[config.mk]
export PLATFORM = sky130hd
export DESIGN_NAME = fir_mac_seq
export DESIGN_NICKNAME = d
export VERILOG_FILES = /design/src/rtl/fir_pkg.sv /design/src/rtl/fir_mac_unit.sv /design/src/rtl/fir_mac_seq.sv
export SDC_FILE = /design/constraint.sdc
export NUM_CORES = 1
export LEC_CHECK = 0
export ABC_AREA = 1
export CAP_MARGIN = 20
export CORE_AREA = 2 2 226 228
export CTS_BUF_LIST = sky130_fd_sc_hd__clkbuf_8
export CTS_CLUSTER_DIAMETER = 100
export DETAILED_ROUTE_END_ITERATION = 12
export DIE_AREA = 0 0 228 230
export PLACE_DENSITY = 0.86
export SYNTH_ARGS = -nofsm -noshare
export SYNTH_HDL_FRONTEND = slang
export SYNTH_HIERARCHICAL = 1
export SYNTH_SLANG_ARGS = --single-unit
[constraint.sdc]
create_clock -name clk -period 8.76 [get_ports clk]
set_input_delay 2.19 -clock clk [delete_from_list [all_inputs] [get_ports clk]]
set_output_delay 2.19 -clock clk [all_outputs]
set_load 0.01 [all_outputs]
[src/rtl/fir_pkg.sv]
// Shared types and helpers for the sequential FIR multiply-accumulate block.
// Optional build macro FIR_SAT_EN: compiles the saturate() helper.
package fir_pkg;

    typedef enum logic [1:0] {StIdle, StMac, StDone} state_e;

    // Full-precision product width plus headroom for NUM_TAPS additions.
    function automatic int unsigned acc_width(input int unsigned dw, input int unsigned nt);
        return 2 * dw + $clog2(nt);
    endfunction

`ifdef FIR_SAT_EN
    // Working width for saturate(); wide enough for any practical accumulator.
    localparam int unsigned SatW = 64;

    // Clamp v to the signed range of a dw-bit value.
    function automatic logic signed [SatW-1:0] saturate(input logic signed [SatW-1:0] v,
                                                        input int unsigned dw);
        logic signed [SatW-1:0] max_v;
        logic signed [SatW-1:0] min_v;
        max_v = $signed((SatW'(1) << (dw - 1)) - SatW'(1));
        min_v = ~max_v;
        if (v > max_v) begin
            return max_v;
        end else if (v < min_v) begin
            return min_v;
        end
        return v;
    endfunction
`endif

endpackage

[src/rtl/fir_mac_unit.sv]
// Signed multiplier feeding an accumulator register with clear and enable.
module fir_mac_unit #(
    parameter int unsigned DATA_WIDTH = 16,
    parameter int unsigned ACC_WIDTH  = 35
) (
    input  logic                         clk,
    input  logic                         rst,
    input  logic                         clr,
    input  logic                         en,
    input  logic signed [DATA_WIDTH-1:0] x,
    input  logic signed [DATA_WIDTH-1:0] c,
    output logic signed [ACC_WIDTH-1:0]  acc_next
);

    logic signed [2*DATA_WIDTH-1:0] prod;
    logic signed [ACC_WIDTH-1:0]    prod_ext;
    logic signed [ACC_WIDTH-1:0]    acc_q;

    // Full-precision product, sign-extended, added to the running sum.
    always_comb begin
        prod     = x * c;
        prod_ext = ACC_WIDTH'(prod);
        acc_next = acc_q + prod_ext;
    end

    // Accumulator register; clear wins over enable.
    always_ff @(posedge clk) begin
        if (rst) begin
            acc_q <= '0;
        end else if (clr) begin
            acc_q <= '0;
        end else if (en) begin
            acc_q <= acc_next;
        end
    end

endmodule

[src/rtl/fir_mac_seq.sv]
// Sequential FIR: snapshots taps/coefs, accumulates one term per cycle, then
// presents the scaled result on a valid/ready output.
// Optional build macro FIR_SAT_EN: saturate instead of wrap when narrowing.
module fir_mac_seq
    import fir_pkg::*;
#(
    parameter int unsigned DATA_WIDTH = 16,
    parameter int unsigned NUM_TAPS   = 8,
    parameter int unsigned COEF_FRAC  = 15
) (
    input  logic                                 clk,
    input  logic                                 rst,
    input  logic [NUM_TAPS-1:0][DATA_WIDTH-1:0]  taps_in,
    input  logic [NUM_TAPS-1:0][DATA_WIDTH-1:0]  coef_in,
    input  logic                                 in_valid,
    output logic                                 in_ready,
    output logic signed [DATA_WIDTH-1:0]         y_out,
    output logic                                 out_valid,
    input  logic                                 out_ready,
    output logic                                 busy
);

    localparam int unsigned AccW = acc_width(DATA_WIDTH, NUM_TAPS);
    localparam int unsigned IdxW = $clog2(NUM_TAPS);

    state_e                               state_q, state_d;
    logic [IdxW-1:0]                      idx_q, idx_d;
    logic [NUM_TAPS-1:0][DATA_WIDTH-1:0]  snap_x_q;
    logic [NUM_TAPS-1:0][DATA_WIDTH-1:0]  snap_c_q;
    logic                                 load;
    logic                                 acc_clr;
    logic                                 acc_en;
    logic                                 fin;
    logic signed [DATA_WIDTH-1:0]         x_sel;
    logic signed [DATA_WIDTH-1:0]         c_sel;
    logic signed [AccW-1:0]               acc_next;
    logic signed [DATA_WIDTH-1:0]         y_d;
    logic                                 out_valid_q;
    logic signed [DATA_WIDTH-1:0]         y_q;

    // Next-state, handshake and datapath control.
    always_comb begin
        state_d  = state_q;
        idx_d    = idx_q;
        in_ready = 1'b0;
        busy     = 1'b0;
        load     = 1'b0;
        acc_clr  = 1'b0;
        acc_en   = 1'b0;
        fin      = 1'b0;
        unique case (state_q)
            StIdle: begin
                in_ready = 1'b1;
                if (in_valid) begin
                    load    = 1'b1;
                    acc_clr = 1'b1;
                    idx_d   = '0;
                    state_d = StMac;
                end
            end
            StMac: begin
                busy   = 1'b1;
                acc_en = 1'b1;
                idx_d  = idx_q + IdxW'(1);
                if (idx_q == IdxW'(NUM_TAPS - 1)) begin
                    fin     = 1'b1;
                    idx_d   = '0;
                    state_d = StDone;
                end
            end
            StDone: begin
                // Accepting on the DONE exit edge removes the idle bubble.
                in_ready = out_ready;
                if (out_ready) begin
                    if (in_valid) begin
                        load    = 1'b1;
                        acc_clr = 1'b1;
                        idx_d   = '0;
                        state_d = StMac;
                    end else begin
                        state_d = StIdle;
                    end
                end
            end
            default: state_d = StIdle;
        endcase
    end

    // State and tap index registers.
    always_ff @(posedge clk) begin
        if (rst) begin
            state_q <= StIdle;
            idx_q   <= '0;
        end else begin
            state_q <= state_d;
            idx_q   <= idx_d;
        end
    end

    // Snapshot registers decouple the result from later input changes.
    always_ff @(posedge clk) begin
        if (load) begin
            snap_x_q <= taps_in;
            snap_c_q <= coef_in;
        end
    end

    // Select the current tap/coefficient pair for the shared multiplier.
    always_comb begin
        x_sel = $signed(snap_x_q[idx_q]);
        c_sel = $signed(snap_c_q[idx_q]);
    end

    fir_mac_unit #(
        .DATA_WIDTH (DATA_WIDTH),
        .ACC_WIDTH  (AccW)
    ) u_mac (
        .clk      (clk),
        .rst      (rst),
        .clr      (acc_clr),
        .en       (acc_en),
        .x        (x_sel),
        .c        (c_sel),
        .acc_next (acc_next)
    );

    // Scale the final sum (including the last term) down to the output width.
    always_comb begin
`ifdef FIR_SAT_EN
        y_d = DATA_WIDTH'(saturate(SatW'(acc_next >>> COEF_FRAC), DATA_WIDTH));
`else
        y_d = DATA_WIDTH'(acc_next >>> COEF_FRAC);
`endif
    end

    // Registered output stage; y_out holds its value until the next result.
    always_ff @(posedge clk) begin
        if (rst) begin
            out_valid_q <= 1'b0;
            y_q         <= '0;
        end else if (fin) begin
            out_valid_q <= 1'b1;
            y_q         <= y_d;
        end else if (state_q == StDone && out_ready) begin
            out_valid_q <= 1'b0;
        end
    end

    assign out_valid = out_valid_q;
    assign y_out     = y_q;

endmodule
After elaboration in Yosys (flattened, before gate mapping):

Index checks and enable logic that the tools add are counted.

* register bits after elaboration: 313
* bits of input ports: 260

* multiply operators: 1
* reductions and logical operators: 7
* order comparisons: 1
* eq/ne operators: 6
* multiplexer cells: 22
* add/sub/neg operators: 2

Operators with widths (count)
* $bmux 16 s3: 2
* $add 35x32->35: 1
* $mul 16x16->32: 1
* $mux 16: 2
* $mux 3: 3
* $pmux 3 s3: 1
* $mux 1: 8
* $mux 2: 3
* $ne 2x2->1 const B: 3
* $pmux 2 s3: 1
* $lt 3x4->1 const B: 1
* $pmux 1 s2: 2
* $add 3x1->3 const B: 1
* $eq 3x3->1 const B: 1
* $reduce_and 3->1: 1
* $reduce_bool 3->1: 1
* $eq 2x1->1 const B: 1
* $eq 2x2->1 const B: 1
* $logic_not 2->1: 1
* $reduce_and 2->1: 1
* $reduce_bool 2->1: 1
* $reduce_or 2->1: 1
* $logic_and 1x1->1: 1

Longest topological paths before layout:

* word-level depth: 4
* mapped depth: 38
* gate-level depth less buffers: 34

Hierarchy:

Netlist, hierarchy kept.

By module, submodules not included
* fir_mac_unit: area each 13957.1 um^2, times used 1, cells each 1889
* fir_mac_seq: area each 11753.8 um^2, times used 1, cells each 1182

Least setup slack after synthesis:

No wires, ideal clock.

* path kind: input to register
* start: input in_valid
* end: register u_mac.acc_q[13]
* required time: 8645 ps
* setup time: 115 ps
* cell stages on the path: 10
* data arrival time: 8607 ps
* slack: 38 ps
* cells stage by stage: inv_1 -> nor2_1 -> nand2_1 -> inv_1 -> or2_2 -> clkbuf_1 -> clkbuf_1 -> nor2_1 -> o21ai_0 -> inv_1

* longest elaborated chain between the ends: 4

Ends and longest elaborated chain
* start: declaration: RTL line fir_mac_seq.sv:15 `input logic in_valid,`
* $mux 1 (*): RTL line fir_mac_seq.sv:54, fir_mac_seq.sv:75
* $mux 1: RTL line fir_mac_seq.sv:74 `if (out_ready) begin`
* $pmux 1 s2 (*): RTL line fir_mac_seq.sv:51 `unique case (state_q)`
* via acc_clr: RTL line fir_mac_seq.sv:31 `logic acc_clr;`
* $reduce_or 2->1 (no line) (*)
* end signal: assignment: RTL line fir_mac_unit.sv:33 `acc_q <= acc_next;`
* end: declaration: RTL line fir_mac_unit.sv:17 `logic signed [ACC_WIDTH-1:0] acc_q;`

Mark *: on every way through the listed nets, which the timed path passes. The rest lies on a longest branch.
A chain may end at the register's enable or synchronous reset.

Final worst setup path:

* start: register idx_q[0]
* end: register y_q[10], in the netlist y_out[10]

* longest elaborated chain between the ends: 4

Ends and longest elaborated chain
* start: declaration: RTL line fir_mac_seq.sv:27 `logic [IdxW-1:0] idx_q, idx_d;`
* start signal: assignment: RTL line fir_mac_seq.sv:96 `idx_q <= idx_d;`
* $bmux 16 s3: RTL line fir_mac_seq.sv:110 `x_sel = $signed(snap_x_q[idx_q]);`
* $mux 16 (not written as such): RTL line fir_mac_seq.sv:110
* via x_sel[15]: RTL line fir_mac_seq.sv:34 `logic signed [DATA_WIDTH-1:0] x_sel;`
* $mul 16x16->32: RTL line fir_mac_unit.sv:21 `prod = x * c;`
* $add 35x32->35: RTL line fir_mac_unit.sv:23 `acc_next = acc_q + prod_ext;`
* via acc_next[25]: RTL line fir_mac_seq.sv:36 `logic signed [AccW-1:0] acc_next;`
* end signal: assignment: RTL line fir_mac_seq.sv:143 `y_q <= y_d;`
* end: declaration: RTL line fir_mac_seq.sv:39 `logic signed [DATA_WIDTH-1:0] y_q;`

The timed path passes the listed nets, and every way through them passes these cells. The select of a mux whose other input is x is not followed.

==> results.txt <==
----------------------------------------------------
[Clock tree]
  Deepest level of the CTS H-tree ... 2
  Worst-Skew Late Latency ... 660 ps
  Clock tree from TritonCTS ... yes
  Post_cts resized ... 0
  Number of setup buffers added after CTS ... 0
  Hold-fix buffers at CTS ... 0
  Number of buffers created by CTS ... 52
  Sinks on Clock Net ... 309
  Clock slew at the register clock pins of the worst setup and hold paths ... 70 ps
  Number of buffers on the longest clock path ... 3
  Root buf cell ... sky130_fd_sc_hd__clkbuf_8

[Logic synthesis]
  Avg Synthesized Cell Area ... 8.51 sq um
  Number of synthesis warnings ... 6
  Synthesized cell area ... 0.0246 sq mm
  Net count after synthesis ... 3536
  Number of standard cells after synthesis ... 2884

[Place]
  Worst-case setup slack after placement ... 1140 ps
  Final estimated routing congestion in global placement ... 0.916
  Count of buffers from port buffering ... 278
  Detail Placement HPWL ... 48000 um

[Setup path]
  Kind of cell adding the most delay to the critical path ... adder cells
  Sum of buffers and inverters on the critical path ... 8
  Capturing element type of the critical path ... register
  Type of the setup path with the least slack ... register to register
  Register-to-register setup slack ... 950 ps
  WP data arrival ... 8400 ps
  Slowest-stage cell, CP ... sky130_fd_sc_hd__fa_1
  Crit path top cell by count ... sky130_fd_sc_hd__nand2_1
  Critical-path maximum fanout ... 74
  Required time at the worst-slack endpoint ... 9350 ps
  Critical path launch point type ... register
  Max stage delay on crit path ... 720 ps

[Timing]
  TNS Setup ... 0 ps
  Setup violation total in the final timing report ... 0
  Maximum clock frequency ... 0.128 GHz
  Minimum clock period after layout ... 7810 ps
  Unrepaired setup endpoints after global routing ... false
  Worst setup skew after layout ... 40.2 ps
  Final setup slack of the worst path ... 948 ps
  Fraction of the cycle the final worst path needs ... 89.2%
  Max-slew violation count ... 0
  Worst slew margin relative to its limit ... 32.6%
  Hold Vio Cnt, Final ... 0
  Slew of the pin with the lowest slew margin ... 1010 ps

[Die]
  Boundary pin count ... 279
  Floorplan Core Area ... 0.0499 sq mm
  Vert. Die Dim ... 230 um
  Initial Util ... 49.2%
  Row count ... 82
  Die boundary width ... 228 um
  Die Area ... 0.0524 sq mm

[Global route]
  Number of antenna violations at the first check in global routing ... 3
  Largest net degree at the start of global routing ... 101
  Total global-route track usage ... 25.1%
  Global-route wire length before repair ... 104000 um
  Via count of the first global-routing pass ... 20292
  Residual overflow from global routing ... 0

[Route]
  Router iterations before antenna repair ... 8
  Initial drt markers ... 1771
  Post-detailed-routing wire length ... 64200 um
  Per-cell routed wire length ... 16.8 um
  Total DRC errors in the routed layout ... 0
  Via density ... 5.04
  Via count ... 19252
  DRT antenna net count ... 0

[Finish]
  Count of nets after finishing ... 3758
  Fillcell total ... 4084
  Area overhead of the layout relative to synthesis ... 17.6%
  Share of layout cells above drive strength 1 ... 3.75%
  Commonest non-fill, non-tap cell in the layout ... sky130_fd_sc_hd__nand2_1
  Most used cells in the layout excluding fill and tap cells ... sky130_fd_sc_hd__nand2_1 (909), sky130_fd_sc_hd__inv_1 (771), sky130_fd_sc_hd__fa_1 (292), sky130_fd_sc_hd__clkdlybuf4s50_1 (278), sky130_fd_sc_hd__edfxtp_1 (256)

[Outcome]
  Status ... completed

[Hold path]
  Path class of the lowest-slack min-delay path ... register to register

[Job]
  Max-cap violation count ... 0

----------------------------------------------------
==> final timing paths <==
kind | start | end | depth (start not counted)
hold / removal | out_valid | out_valid | 2
setup reg to reg | idx_q[0] | y_out[10] | 30
setup / recovery | idx_q[0] | y_out[10] | 30
hold reg to reg | out_valid | out_valid | 2
==> registers in the layout, summed over array words and instances, names as in the netlist <==
signal,flops
idx_q,3
out_valid,1
snap_c_q,128
snap_x_q,128
state_q,2
u_mac/acc_q,31
y_out,16
==> through the flow <==
| stage | hold slack [ps] | util, % | instances | area [sq um] |
|---|---|---|---|---|
| 2_1_floorplan | 444 | - | 2884 | 24600 |
| 3_3_place_gp | 451 | 55.7 | 3724 | 27800 |
| 3_5_place_dp | 465 | 55.7 | 3724 | 27800 |
| 4_1_cts | 475 | 57.9 | 3819 | 28900 |
| 5_1_grt | 495 | 57.9 | 3822 | 28900 |
| 6_report | 469 | 57.9 | 3822 | 28900 |
==> per-layer routing <==
metal	up-vias	part of all wire (%)	track usage [%]	wire length, um
li1	8841	-	-	-
met1	9210	35	29.3	22800
met2	974	51	45.0	32700
met3	227	8.4	4.17	5420
met4	0	5.0	12.1	3240
met5	-	0	0	0
==> worst register-to-register path: cells and delay by family, from the launching register on <==
| kind | cells | cell delay (ps) |
|---|---|---|
| AOI/OAI and AO/OA | 1 | 400 |
| adders and majority gates | 7 | 3750 |
| buffers and inverters | 8 | 1110 |
| DFF | 1 | 710 |
| and+or+nand+nor | 14 | 1830 |
==> final cells by class <==
cell class | count | area [sq um] | share of cell area, %
clock buffers | 52 | 716 | 2.48
repair buffers | 291 | 2880 | 9.97
diodes | 3 | 7.51 | 0.0260
multi-input cells | 1681 | 12400 | 42.9
well taps | 672 | 841 | 2.91
flip-flops and latches | 309 | 8750 | 30.3
inverters | 771 | 2900 | 10.1
clock inverters | 43 | 385 | 1.33
Power is left out: the tool's default activity adds up to more than one toggle a clock period on the data nets, which glitch-free logic cannot reach.
